### src/rtl/vga_box_renderer.sv
// Pixel-colour stage for 640x480 VGA: draws a solid square that bounces diagonally
// over a fixed background, moving one step per frame during vertical blank.
module vga_box_renderer #(
    parameter int           H_ACTIVE  = 640,
    parameter int           V_ACTIVE  = 480,
    parameter int           BOX_SIZE  = 32,
    parameter int           STEP      = 2,
    parameter logic [7:0]   BOX_COLOR = 8'hE0,
    parameter logic [7:0]   BG_COLOR  = 8'h03
) (
    input  logic        clk,
    input  logic        rst,
    input  logic [10:0] hcount,
    input  logic [10:0] vcount,
    input  logic        blank,
    input  logic        run,
    output logic [2:0]  R,
    output logic [2:0]  G,
    output logic [1:0]  B,
    output logic        frame_tick
);

    localparam logic [11:0] X_MAX    = 12'(H_ACTIVE - BOX_SIZE);
    localparam logic [11:0] Y_MAX    = 12'(V_ACTIVE - BOX_SIZE);
    localparam logic [11:0] STEP_W   = 12'(STEP);
    localparam logic [11:0] BOX_W    = 12'(BOX_SIZE);
    localparam logic [10:0] V_TICK   = 11'(V_ACTIVE);

    typedef enum logic {RIGHT, LEFT} x_dir_t;
    typedef enum logic {DOWN,  UP}   y_dir_t;

    logic [11:0] x_pos, y_pos, x_pos_next, y_pos_next;
    x_dir_t      x_dir, x_dir_next;
    y_dir_t      y_dir, y_dir_next;
    logic [10:0] vcount_q;
    logic        tick;
    logic        in_box;
    logic [11:0] h_w, v_w;

    // First cycle of line V_ACTIVE; vcount_q suppresses repeats while the line persists.
    assign tick = (vcount == V_TICK) && (vcount_q != V_TICK);

    always_ff @(posedge clk or posedge rst) begin
        if (rst) begin
            x_pos      <= '0;
            y_pos      <= '0;
            x_dir      <= RIGHT;
            y_dir      <= DOWN;
            vcount_q   <= '0;
            frame_tick <= 1'b0;
        end else begin
            // NOTE: state registers use non-blocking assignments so every flop samples pre-edge values.
            x_pos      <= x_pos_next;
            y_pos      <= y_pos_next;
            x_dir      <= x_dir_next;
            y_dir      <= y_dir_next;
            vcount_q   <= vcount;
            frame_tick <= tick;
        end
    end

    always_comb begin
        // NOTE: hold values assigned first so no path through this block infers a latch.
        x_pos_next = x_pos;
        y_pos_next = y_pos;
        x_dir_next = x_dir;
        y_dir_next = y_dir;
        if (tick && run) begin
            unique case (x_dir)
                RIGHT: if (x_pos + STEP_W >= X_MAX) begin
                           x_pos_next = X_MAX;
                           x_dir_next = LEFT;
                       end else begin
                           x_pos_next = x_pos + STEP_W;
                       end
                LEFT:  if (x_pos <= STEP_W) begin
                           x_pos_next = '0;
                           x_dir_next = RIGHT;
                       end else begin
                           x_pos_next = x_pos - STEP_W;
                       end
            endcase
            unique case (y_dir)
                DOWN:  if (y_pos + STEP_W >= Y_MAX) begin
                           y_pos_next = Y_MAX;
                           y_dir_next = UP;
                       end else begin
                           y_pos_next = y_pos + STEP_W;
                       end
                UP:    if (y_pos <= STEP_W) begin
                           y_pos_next = '0;
                           y_dir_next = DOWN;
                       end else begin
                           y_pos_next = y_pos - STEP_W;
                       end
            endcase
        end
    end

    assign h_w    = {1'b0, hcount};
    assign v_w    = {1'b0, vcount};
    assign in_box = (h_w >= x_pos) && (h_w < x_pos + BOX_W) &&
                    (v_w >= y_pos) && (v_w < y_pos + BOX_W);

    always_ff @(posedge clk or posedge rst) begin
        if (rst) begin
            {R, G, B} <= 8'h00;
        end else if (blank) begin
            {R, G, B} <= 8'h00;
        end else if (in_box) begin
            {R, G, B} <= BOX_COLOR;
        end else begin
            {R, G, B} <= BG_COLOR;
        end
    end

endmodule

### config.mk
export PLATFORM = sky130hd
export DESIGN_NAME = vga_box_renderer
export DESIGN_NICKNAME = d
export VERILOG_FILES = /design/src/rtl/vga_box_renderer.sv
export SDC_FILE = /design/constraint.sdc
export NUM_CORES = 1
export LEC_CHECK = 0
export ABC_AREA = 1
export ABC_CLOCK_PERIOD_IN_PS = 1800
export BUFFER_PORTS_ARGS = -buffer_cell sky130_fd_sc_hd__buf_2
export CORE_ASPECT_RATIO = 1.4
export CORE_MARGIN = 2
export CORE_UTILIZATION = 50
export CTS_CLUSTER_DIAMETER = 50
export CTS_CLUSTER_SIZE = 30
export DETAILED_ROUTE_END_ITERATION = 8
export PLACE_DENSITY = 0.72
export SLEW_MARGIN = 10
export SYNTH_ARGS = -nofsm -noshare
export SYNTH_HDL_FRONTEND = slang
export SYNTH_SLANG_ARGS = --single-unit
### constraint.sdc
create_clock -name clk -period 1.8 [get_ports clk]
set_input_delay 0.09 -clock clk [delete_from_list [all_inputs] [get_ports clk]]
set_output_delay 0.09 -clock clk [all_outputs]
set_load 0.02 [all_outputs]
==> results by group, run 1 <==
Status
  • Status: finished with violations
  • Failing checks: setup timing

Die
  • Die H: ~100 µm
  • Initial core utilization: 51.4%
  • Die ar.: a little under 8000 µm²
  • Die width: 75.4 µm
  • Core Footprint: 6940 µm²
  • Row count: 36
  • Io pins: 35

Global routing
  • Total GRT Usage: between 20 and 30%
  • First-pass GRT wire length: between 15000 and 20000 µm
  • Gr ovfl total: 0
  • Largest net degree at the start of global routing: 39
  • Initial antenna violation count: 0
  • Number of global-route vias before repair: between 3000 and 4000

Layout
  • P&R area growth vs syn: 42.7%
  • FF/Latch Area: 961 µm²
  • Share of layout cells above drive strength 1: roughly a third
  • Multi-input combinational cell area: approximately 2700 µm²
  • Post-layout util: approximately three quarters
  • Fillers: 521
  • Nets: 684
  • Number of diodes: 0

STA
  • Clock skew: between 0.007 and 0.008 ns
  • Worst slew margin: about two thirds
  • Final Hold Viols: 0
  • Tightest Pin Transition: just over 0.5 ns
  • Fmax: 509 MHz
  • RSZ-0062 raised after global routing: true
  • Setup slack after layout: -0.164 ns
  • Period Utilization, post-route: 109%
  • # setup viols final: 15
  • Pins Over Slew Limit: 0
  • Tmin final: 1.96 ns

Critical path
  • CP peak stage delay: 0.49 ns
  • Worst Path Required: approximately 2 ns
  • R2R cell count: 11
  • Crit path max-delay cell type: dfrtp_2
  • Crit-path max FO: 5
  • Slack of the worst reg-to-reg path: -0.16 ns
  • Worst Setup End Kind: flop
  • Critical Path Source Type: flop
  • Crit Path Class: reg -> reg
  • Worst R2R Start: x_pos[6]
  • R2r endpoint: B[0]
  • Crit-path most repeated cell: nor2_1
  • Cell Chain, Critical Path: inv_2 -> ha_1 -> inv_1 -> ha_1 -> nand2_1 -> o21a_1 -> nor2_1 -> nor2_1 -> nand4_1 -> nor2_1 -> nor2_1
  • Crit path DAT: about 2.2 ns

Clock network
  • CTS tree: done
  • Total CTS buffers: 5
  • Clock transition at the registers of the reported paths: 0.08 ns
  • Clock root buffer master: clkbuf_8
  • H-tree depth: 2
  • TritonCTS Sinks: 38
  • Clock Tree Buf Depth: 2
  • Clk_lat worst skew: approximately 0.3 ns

Yosys
  • Predominant post-synthesis flop cell: dfrtp_1
  • Post-synthesis register bit count: 38
  • Yosys cell types: 33
  • Seq/Total Area, Yosys: about a quarter
  • Avg Synthesized Cell Area: between 7 and 8 µm²
  • EDFF count, synth: 0
  • Async S/R FF share, synth: between 90% and 100%
  • Synth Warn #: 0
  • Post-Syn Area: about 3600 µm²
  • Syn Inst Count: between 400 and 500

Power
  • Cell leakage power: around 0.0024 µW
  • Peak supply drop: around 0.00033 V
  • Pwr dens: about 400 nW/µm²
  • Total Power: ~2000 µW

Route
  • Post-DRT Antenna Nets: 0
  • Initial DRC count: roughly 260
  • Routed WL: 11400 µm
  • WL/cell: about 16 µm
  • DR vias/cell: 5.46
  • Via count: 3883
  • Drc violations: 0
  • DR pass1 iterations: 5

Hold path
  • Hold path start: run
  • Hold Path Sink: x_pos[5]
  • Hold Path Depth: 4
  • Worst Hold Class: in -> reg

Place
  • Hpwl dp: ~7600 µm
  • Pre-CTS setup slack: -0.178 ns
  • IO Port Bufs: 30
  • Placer Congestion: 0.950

Run
  • Max-cap check violation count: 0
==> registers in the layout (all words and copies together), names as in the netlist <==
| name | count |
|---|---|
| y_pos | 11 |
| x_dir | 1 |
| B | 1 |
| x_pos | 11 |
| vcount_q | 11 |
| frame_tick | 1 |
| R | 1 |
| y_dir | 1 |
==> worst max-delay path: cells and delay by family (launching register included) <==
| kind | cells | cell delay [ns] |
|---|---|---|
| buffers and inverters | 2 | 0.12 |
| flip-flops | 1 | 0.49 |
| AND/OR/NAND/NOR | 6 | 0.52 |
| adder cells (fa/ha/maj) | 2 | 0.54 |
| AO/OA/AOI/OAI | 1 | 0.18 |
==> where the power goes <==
part	switching (µW)	internal, µW
clock	353	556
combinational	124	94.1
sequential	5.62	867
==> worst max-delay path by stage <==
stage,from,endpoint
detailed placement,x_pos[5],B[0]
floorplan,x_pos[5],B[0]
global route,x_pos[5],B[0]
CTS,y_pos[5],B[0]
finish,x_pos[6],B[0]
global placement,x_pos[5],B[0]
==> cells by family after synthesis <==
logic type | count (synthesis) | synth area share [%]
and+or+nand+nor | 263 | 32.7
buffers and inverters | 66 | 8.11
AOI/OAI and AO/OA | 58 | 9.93
adders and majority gates | 43 | 15.1
other | 1 | 0.105
DFF | 38 | 26.7
xor gates and xnor gates | 30 | 7.37
==> final cells by class <==
type                    instances  share of cell area (%)
inverters                      51                    3.86
flip-flops and latches         38                    18.9
clock buffers                   5                    1.35
well taps                      95                    2.34
multi-input cells             397                    53.6
repair buffers                122                    18.7
clock inverters                 3                    1.35
==> placed cells by master, fill, tap and decap left out, drive strengths merged <==
cell type,n
nand3,38
dfrtp,38
nor4,2
xnor2,2
a21boi,12
a21o,3
nand4,11
dlygate4sd3,13
ha,43
clkinv,2
a21oi,23
o21a,2
conb,3
nor3b,5
nand3b,6
nand2,107
nor2,81
a22oi,4
nor3,13
xor2,28
bufinv,2
clkbuf,5
o21ai,11
inv,50
o211ai,3
buf,109
==> cells in the mapped netlist, types with 2 or more instances <==
cell | n | area, µm²
inv_1 | 47 | 176
nand3b_1 | 6 | 45.0
buf_2 | 6 | 30.0
nor3_1 | 12 | 60.1
dfrtp_1 | 38 | 951
a22oi_1 | 4 | 30.0
a21boi_1 | 12 | 90.1
xor2_1 | 28 | 245
a21oi_1 | 23 | 115
nor2_1 | 74 | 278
o21ai_0 | 9 | 45.0
o21a_1 | 2 | 15.0
nand2_1 | 105 | 394
nor2_2 | 6 | 37.5
nand2_2 | 2 | 12.5
o211ai_1 | 3 | 22.5
a21o_1 | 3 | 22.5
nor3b_1 | 4 | 30.0
nand3_1 | 37 | 185
nor4_1 | 2 | 12.5
buf_4 | 9 | 67.6
xnor2_1 | 2 | 17.5
nand4_1 | 11 | 68.8
ha_1 | 43 | 538
inv_2 | 3 | 11.3
==> routing by layer <==
| metal | up-vias | global-route usage [%] | routed length [µm] | part of all wire (%) |
|---|---|---|---|---|
| li1 | 1851 | - | - | - |
| met1 | 1830 | 30.1 | 4150 | 36 |
| met2 | 142 | 49.6 | 6090 | 53 |
| met3 | 60 | 4.55 | 501 | 4.4 |
| met4 | 0 | 15.2 | 670 | 5.9 |
| met5 | - | 0 | 0 | 0 |
==> what timing repair did <==
item / 4_1_cts / 5_1_grt
hold buffers: 13 / 0
setup endpoints to repair: 23 / 26
resized for setup: 23 / 83
endpoints found under the hold margin: 51 / 0
pin swaps: 28 / 41
setup buffers: 8 / 13
==> metrics by stage <==
stage / cell area, µm² / setup TNS [ns] / hold slack, ns / std cells
floorplan: 3580 / -0.0365 / 0.121 / 501
global placement: 4230 / -0.862 / 0.234 / 669
detailed placement: 4230 / -1.52 / 0.234 / 669
CTS: 4650 / -0.609 / 0.235 / 698
global route: 5090 / -2.90 / 0.259 / 711
finish: 5090 / -0.881 / 0.252 / 711
Power figures use the tool's default switching activity.
==> run 2, diff against run 1 <==
--- a/config.mk
+++ b/config.mk
@@ -15,6 +15,7 @@
 export CTS_CLUSTER_SIZE = 30
 export DETAILED_ROUTE_END_ITERATION = 8
 export PLACE_DENSITY = 0.72
+export REMOVE_ABC_BUFFERS = 1
 export SLEW_MARGIN = 10
 export SYNTH_ARGS = -nofsm -noshare
 export SYNTH_HDL_FRONTEND = slang
==> run 2 against run 1 <==
- the run still ends with setup timing left
- sequential share of layout area barely moved
- wire length fell by 2.2%
- fmax fell by 2.8%
- worst hold slack improved by 0.0094 ns
- register-to-register slack got worse by 0.06 ns
- setup slack got worse by 0.057 ns
- via count fell by 1.6%
- final area fell by 0.15%
- clock power fell by 0.4%
- global-route usage fell by 0.40 points
==> results by group, run 2 (synthesized netlist as in run 1, its figures left out) <==
Clock network
  • Clock Tree Buf Depth: 2 (unchanged)
  • CTS tree: done (unchanged)
  • Clock root buffer master: clkbuf_8 (unchanged)
  • Total CTS buffers: 5 (unchanged)
  • H-tree depth: 2 (unchanged)
  • Clock transition at the registers of the reported paths: 0.08 ns (about the same)
  • TritonCTS Sinks: 38 (unchanged)
  • Clk_lat worst skew: 0.31 ns (was 0.30 ns)

Status
  • Status: finished with violations (unchanged)
  • Failing checks: setup timing (unchanged)

Die
  • Initial core utilization: 51.4% (unchanged)
  • Io pins: 35 (unchanged)
  • Core Footprint: 6940 µm² (unchanged)
  • Row count: 36 (unchanged)
  • Die width: 75.4 µm (unchanged)
  • Die ar.: 7830 µm² (unchanged)
  • Die H: 104 µm (unchanged)

STA
  • Final Hold Viols: 0 (unchanged)
  • RSZ-0062 raised after global routing: true (unchanged)
  • Worst slew margin: 65.9% (was 65.6%)
  • Setup slack after layout: -0.221 ns (was -0.164 ns)
  • Pins Over Slew Limit: 0 (unchanged)
  • # setup viols final: 11 (was 15)
  • Fmax: 495 MHz (was 509 MHz)
  • Period Utilization, post-route: 112% (was 109%)
  • Min Hold Slack: 0.261 ns (was 0.252 ns)
  • Tightest Pin Transition: 0.511 ns (was 0.517 ns)
  • Tmin final: 2.02 ns (was 1.96 ns)
  • Clock skew: 0.00895 ns (was 0.00797 ns)

Critical path
  • Crit Path Class: reg -> reg (unchanged)
  • Worst Setup End Kind: flop (unchanged)
  • CP delay by family, top: simple AND/OR/NAND/NOR gates (was adder cells)
  • Crit-path max FO: 4 (was 5)
  • Critical Path Source Type: flop (unchanged)
  • Cell Chain, Critical Path: buf_6 -> nand2_4 -> nor3_4 -> nand2_1 -> xor2_1 -> ha_1 -> nand3_1 -> nand2_1 -> nor2_1 -> nand4_1 -> nor2_1 -> nor2_1 (was inv_2 -> ha_1 -> inv_1 -> ha_1 -> nand2_1 -> o21a_1 -> nor2_1 -> nor2_1 -> nand4_1 -> nor2_1 -> nor2_1)
  • Worst path buffer plus inverter count: 1 (was 2)
  • Worst Path Required: 2.00 ns (about the same)
  • Crit path DAT: 2.22 ns (was 2.17 ns)
  • CP peak stage delay: 0.42 ns (was 0.49 ns)
  • Crit-path most repeated cell: nor2_1 (unchanged)
  • Crit path max-delay cell type: dfrtp_1 (was dfrtp_2)

Place
  • DP Area: 4250 µm² (was 4230 µm²)
  • Placer Congestion: 0.891 (was 0.950)
  • Hpwl dp: 7670 µm (was 7590 µm)
  • IO Port Bufs: 30 (unchanged)

Run
  • Max-cap check violation count: 0 (unchanged)

Route
  • WL/cell: 15.8 µm (was 16.0 µm)
  • DR pass1 iterations: 4 (was 5)
  • Via count: 3822 (was 3883)
  • Initial DRC count: 136 (was 256)
  • DR vias/cell: 5.41 (was 5.46)
  • Routed WL: 11200 µm (was 11400 µm)
  • Post-DRT Antenna Nets: 0 (unchanged)
  • Drc violations: 0 (unchanged)

Global routing
  • First-pass GRT wire length: 16900 µm (was 17200 µm)
  • Largest net degree at the start of global routing: 39 (unchanged)
  • Number of global-route vias before repair: 3872 (was 3788)
  • Total GRT Usage: 27.6% (was 28.0%)
  • Gr ovfl total: 0 (unchanged)
  • Initial antenna violation count: 0 (unchanged)

Power
  • Pwr dens: 392 nW/µm² (was 393 nW/µm²)
  • Cell leakage power: 0.00240 µW (was 0.00243 µW)
  • Total Power: 1990 µW (was 2000 µW)
  • Peak supply drop: 0.000381 V (was 0.000328 V)

Hold path
  • Worst Hold Class: in -> reg (unchanged)

Layout
  • Most common cell after layout, fill and taps aside: nand2_1 (unchanged)
  • Biggest regs: vcount_q (11), x_pos (11), y_pos (11) (unchanged)
  • Commonest non-fill, non-tap cells in the layout: nand2_1, buf_4, nor2_1, inv_1, ha_1 (unchanged)
  • Share of layout cells above drive strength 1: 35.9% (was 33.6%)
  • P&R area growth vs syn: 42.5% (was 42.7%)
  • Fin area: 5080 µm² (was 5090 µm²)
  • Post-layout util: 73.3% (was 73.4%)
  • Nets: 680 (was 684)
  • Number of diodes: 0 (unchanged)
-- run 2: cell count changes in the layout (fill, tap and decap cells not counted), moves of 3 or more --
cell      delta
buf_4        -3
a21boi_1     -3
a21boi_2     +3
ha_4         -3
a21oi_2      +4
a21oi_1      -4
nand2_2      +3
nand2_1      -3
nand3_1      -6
nand3_2      +7
-- run 2: cell type report --
cell class | instances | area [µm²]
clock buffer | 5 | 68.8
tap | 95 | 119
timing repair buffer | 118 | 916
clock inverter | 3 | 68.8
multi-input combinational | 397 | 2760
fill | 526 | 1850
sequential | 38 | 958
inverter | 51 | 196
-- run 2: report_power, final --
group | switching, µW | total, µW | internal (µW)
sequential | 5.23 | 873 | 868
combinational | 125 | 216 | 91.6
clock | 349 | 905 | 556
-- run 2: repair_timing --
| item | in CTS | in global routing |
|---|---|---|
| gates resized for setup | 28 | 93 |
| cloned | 0 | 0 |
| endpoints found under the hold margin | 51 | 0 |
| pin swaps | 12 | 49 |
| setup endpoints to repair | 15 | 26 |
| buffers inserted | 5 | 12 |
| hold buffers | 13 | 0 |
-- run 2: worst min-delay path, stage by stage --
cell      delay, ns
buf_2          0.13
nand4_1        0.10
nor2_1         0.05
a21boi_1       0.15
-- run 2: worst paths after layout --
path | depth (start not counted) | from | end | slack, ns
worst min register to register | 2 | x_pos[9] | x_pos[9] | 0.54
worst max register to register | 12 | x_pos[6] | B[0] | -0.22
min in group asynchronous | 4 | rst | x_pos[2] | 0.45
worst min-delay path | 4 | run | x_pos[6] | 0.26
worst max-delay path | 12 | x_pos[6] | B[0] | -0.22
max in group asynchronous | 4 | rst | x_pos[3] | 0.97
-- run 2: layer usage --
layer / routed length, µm / part of all wire [%] / GRT usage [%]
met1: 4120 / 37 / 28.8
met2: 6000 / 54 / 49.4
met5: 0 / 0 / 0
met4: 666 / 6.0 / 15.7
met3: 373 / 3.3 / 4.46
-- run 2: stage by stage --
stage / setup slack [ns] / instances / TNS, ns
CTS: -0.146 / 697 / -0.240
global route: -0.350 / 707 / -2.76
finish: -0.221 / 707 / -0.661
floorplan: -0.0693 / 486 / -0.107
global placement: -0.129 / 671 / -0.710
detailed placement: -0.149 / 671 / -1.06
==> run 3, diff against run 2 <==
--- a/config.mk
+++ b/config.mk
@@ -5,7 +5,7 @@
 export SDC_FILE = /design/constraint.sdc
 export NUM_CORES = 1
 export LEC_CHECK = 0
-export ABC_AREA = 1
+export ABC_AREA = 0
 export ABC_CLOCK_PERIOD_IN_PS = 1800
 export BUFFER_PORTS_ARGS = -buffer_cell sky130_fd_sc_hd__buf_2
 export CORE_ASPECT_RATIO = 1.4
==> run 3 against run 2 <==
- the run still ends with setup timing left
- worst hold slack got worse by 0.24 ns
- synthesized cell count is 19% lower
- highest routed layer unchanged
- area after synthesis fell by 4.8%
- register-to-register slack worse by 0.50 ns
- wire length rose by 44%
- largest cell class unchanged
- sequential share of layout area is 1.6 points lower
- flip-flop and latch count is the same
- fmax is 20% lower
==> results by group, run 3 <==
Status
  • Status: finished with violations (unchanged)
  • Failing checks: setup timing (unchanged)

Power
  • P_int: 1390 µW (was 1510 µW)
  • NetSw: 523 µW (was 479 µW)
  • Cell leakage power: 0.00254 µW (was 0.00240 µW)
  • Peak supply drop: 0.000300 V (was 0.000381 V)
  • Comb pwr share: 13.1% (was 10.8%)
  • Clock power share: 41.0% (was 45.4%)
  • Switching share of power: 27.3% (was 24.0%)
  • Flop pwr share: 45.8% (was 43.8%)
  • Pwr dens: 342 nW/µm² (was 392 nW/µm²)

Place
  • Hpwl dp: 8350 µm (was 7670 µm)
  • Placer Congestion: 0.960 (was 0.891)
  • Pre-CTS setup slack: -0.574 ns (was -0.149 ns)
  • IO Port Bufs: 30 (unchanged)

Route
  • DR pass1 iterations: 6 (was 4)
  • Via count: 4475 (was 3822)
  • Routed WL: 16100 µm (was 11200 µm)
  • Initial DRC count: 446 (was 136)
  • WL/cell: 24.6 µm (was 15.8 µm)
  • DR vias/cell: 6.85 (was 5.41)
  • Drc violations: 0 (unchanged)
  • Post-DRT Antenna Nets: 0 (unchanged)

Clock network
  • CTS tree: done (unchanged)
  • TritonCTS Sinks: 38 (unchanged)
  • Clock Tree Buf Depth: 2 (unchanged)
  • H-tree depth: 2 (unchanged)
  • Clock transition at the registers of the reported paths: 0.09 ns (was 0.08 ns)
  • Total CTS buffers: 5 (unchanged)
  • Clk_lat worst skew: 0.31 ns (about the same)
  • Clock root buffer master: clkbuf_8 (unchanged)

Yosys
  • EDFF count, synth: 0 (unchanged)
  • Async S/R FF share, synth: 100% (unchanged)
  • Share of the synthesized area in the top cell type: 28.0% (was 26.7%)
  • Top post-synthesis cells by area: dfrtp_1, ha_1, xnor2_1 (was dfrtp_1, ha_1, nand2_1)
  • Predominant post-synthesis flop cell: dfrtp_1 (unchanged)
  • Syn Inst Count: 402 (was 499)
  • Avg Synthesized Cell Area: 8.45 µm² (was 7.15 µm²)
  • Top cells by count, synth: ha_1, dfrtp_1, inv_1 (was nand2_1, nor2_1, inv_1)
  • Post-Syn Area: 3400 µm² (was 3570 µm²)
  • Most instantiated library cell after synthesis: ha_1 (was nand2_1)
  • Synth Warn #: 0 (unchanged)
  • Post-synthesis register bit count: 38 (unchanged)
  • Yosys cell types: 62 (was 33)
  • Cell taking the most area after synthesis: dfrtp_1 (unchanged)
  • Seq/Total Area, Yosys: 28.0% (was 26.7%)

Global routing
  • Number of global-route vias before repair: 4359 (was 3872)
  • First-pass GRT wire length: 20900 µm (was 16900 µm)
  • Gr ovfl total: 0 (unchanged)
  • Total GRT Usage: 36.8% (was 27.6%)
  • Largest net degree at the start of global routing: 39 (unchanged)
  • Initial antenna violation count: 0 (unchanged)

Critical path
  • Worst Setup End Kind: flop (unchanged)
  • Crit-path max FO: 2 (was 4)
  • Crit-path most repeated cell: a21oi_1 (was nor2_1)
  • Slack of the worst reg-to-reg path: -0.72 ns (was -0.22 ns)
  • Critical Path Source Type: flop (unchanged)
  • CP peak stage delay: 0.41 ns (was 0.42 ns)
  • Crit Path Class: reg -> reg (unchanged)
  • Crit path DAT: 2.69 ns (was 2.22 ns)
  • Crit path max-delay cell type: dfrtp_1 (unchanged)
  • Worst Path Required: 1.97 ns (was 2.00 ns)
  • Cell Chain, Critical Path: ha_2 -> and3_1 -> xnor2_1 -> ha_1 -> a21oi_1 -> nor2b_1 -> o21ai_1 -> o2111ai_2 -> nor4_2 -> a21oi_1 (was buf_6 -> nand2_4 -> nor3_4 -> nand2_1 -> xor2_1 -> ha_1 -> nand3_1 -> nand2_1 -> nor2_1 -> nand4_1 -> nor2_1 -> nor2_1)

Hold path
  • Worst Hold Class: in -> reg (unchanged)

Die
  • Core Footprint: 6570 µm² (was 6940 µm²)
  • Die ar.: 7480 µm² (was 7830 µm²)
  • Io pins: 35 (unchanged)
  • Die H: 102 µm (was 104 µm)
  • Row count: 35 (was 36)
  • Initial core utilization: 51.7% (was 51.4%)
  • Die width: 73.7 µm (was 75.4 µm)

Layout
  • Most common cell after layout, fill and taps aside: buf_4 (was nand2_1)
  • Nets: 647 (was 680)
  • Biggest regs: vcount_q (11), x_pos (11), y_pos (11) (unchanged)
  • Share of layout cells above drive strength 1: 52.3% (was 35.9%)
  • Commonest non-fill, non-tap cells in the layout: buf_4, ha_1, buf_6, buf_2, dfrtp_1 (was nand2_1, buf_4, nor2_1, inv_1, ha_1)
  • P&R area growth vs syn: 64.6% (was 42.5%)
  • Number of diodes: 0 (unchanged)

STA
  • Final Hold Viols: 0 (unchanged)
  • RSZ-0062 raised after global routing: true (unchanged)
  • Tmin final: 2.52 ns (was 2.02 ns)
  • Fmax: 397 MHz (was 495 MHz)
  • TNS Setup: -10.37 ns (was -0.661 ns)
  • # setup viols final: 26 (was 11)
  • Pins Over Slew Limit: 0 (unchanged)
  • Period Utilization, post-route: 140% (was 112%)
  • Clock skew: 0.0106 ns (was 0.00895 ns)
  • Tightest Pin Transition: 0.532 ns (was 0.511 ns)
  • Setup slack after layout: -0.721 ns (was -0.221 ns)
  • Worst slew margin: 64.5% (was 65.9%)

Run
  • Max-cap check violation count: 0 (unchanged)
-- run 3: layer usage --
| metal | GRT usage, % | wire (µm) | vias up | share of wire, % |
|---|---|---|---|---|
| met4 | 27.3 | 1800 | 0 | 11 |
| met3 | 8.16 | 1190 | 179 | 7.4 |
| li1 | - | - | 1847 | - |
| met1 | 34.6 | 5010 | 2066 | 31 |
| met5 | 0 | 0 | - | 0 |
| met2 | 67.4 | 8080 | 383 | 50 |
-- run 3: critical path, delay by kind of cell (launching register included) --
| family | cells | cell delay, ns |
|---|---|---|
| XOR/XNOR | 1 | 0.14 |
| adder cells (fa/ha/maj) | 2 | 0.53 |
| flip-flops | 1 | 0.41 |
| AO/OA/AOI/OAI | 4 | 0.68 |
| AND/OR/NAND/NOR | 3 | 0.62 |
-- run 3: timing repair --
item | 4_1_cts | 5_1_grt
hold endpoints to repair | 41 | 0
setup endpoints to repair | 26 | 26
pin swaps | 56 | 37
resized for setup | 121 | 58
buffers inserted | 32 | 16
hold buffers | 4 | 0
-- run 3: cell families (layout without fill, tap and decap cells) --
kind of cell / Yosys count / in the layout / share of synthesized area [%]
DFF: 38 / 38 / 28.0
xor gates and xnor gates: 15 / 15 / 3.87
AOI/OAI and AO/OA: 114 / 114 / 22.9
buffers and inverters: 54 / 229 / 7.07
and+or+nand+nor: 137 / 137 / 22.2
other: 1 / 3 / 0.110
adders and majority gates: 43 / 43 / 15.8
-- run 3: power groups by stage --
| stage | combinational (µW) | clock, µW | sequential (µW) |
|---|---|---|---|
| floorplan | 92.9 | 0 | 896 |
| global placement | 188 | 0 | 891 |
| detailed placement | 199 | 0 | 892 |
| CTS | 220 | 758 | 877 |
| global route | 271 | 802 | 878 |
| finish | 251 | 786 | 877 |
-- run 3: final timing paths --
| path | from | endpoint | cells after the start |
|---|---|---|---|
| max | y_pos[6] | B[0] | 10 |
| min | vcount[4] | vcount_q[4] | 2 |
| max reg2reg | y_pos[6] | B[0] | 10 |
| min reg2reg | x_pos[1] | x_pos[1] | 2 |
| max in group asynchronous | rst | x_pos[2] | 4 |
| min in group asynchronous | rst | x_pos[4] | 4 |
-- run 3: metrics by stage --
stage / utilization (%) / instance area, µm² / power [µW] / hold WS (ns) / instances
2_1_floorplan: - / 3270 / 989 / 0.121 / 379
5_1_grt: 85.1 / 5590 / 1950 / 0.0211 / 653
3_3_place_gp: 66.9 / 4390 / 1080 / 0.220 / 600
3_5_place_dp: 66.9 / 4390 / 1090 / 0.225 / 600
4_1_cts: 79.2 / 5200 / 1850 / 0.0201 / 641
6_report: 85.1 / 5590 / 1910 / 0.0222 / 653
-- run 3: layout make-up --
class / instances / area [µm²]
Timing Repair Buffer: 192 / 1510
Fill cell: 318 / 978
Tap cell: 74 / 92.6
Sequential cell: 38 / 963
Clock buffer: 5 / 68.8
Clock inverter: 3 / 40.0
Multi-Input combinational cell: 312 / 2810
Inverter: 29 / 111
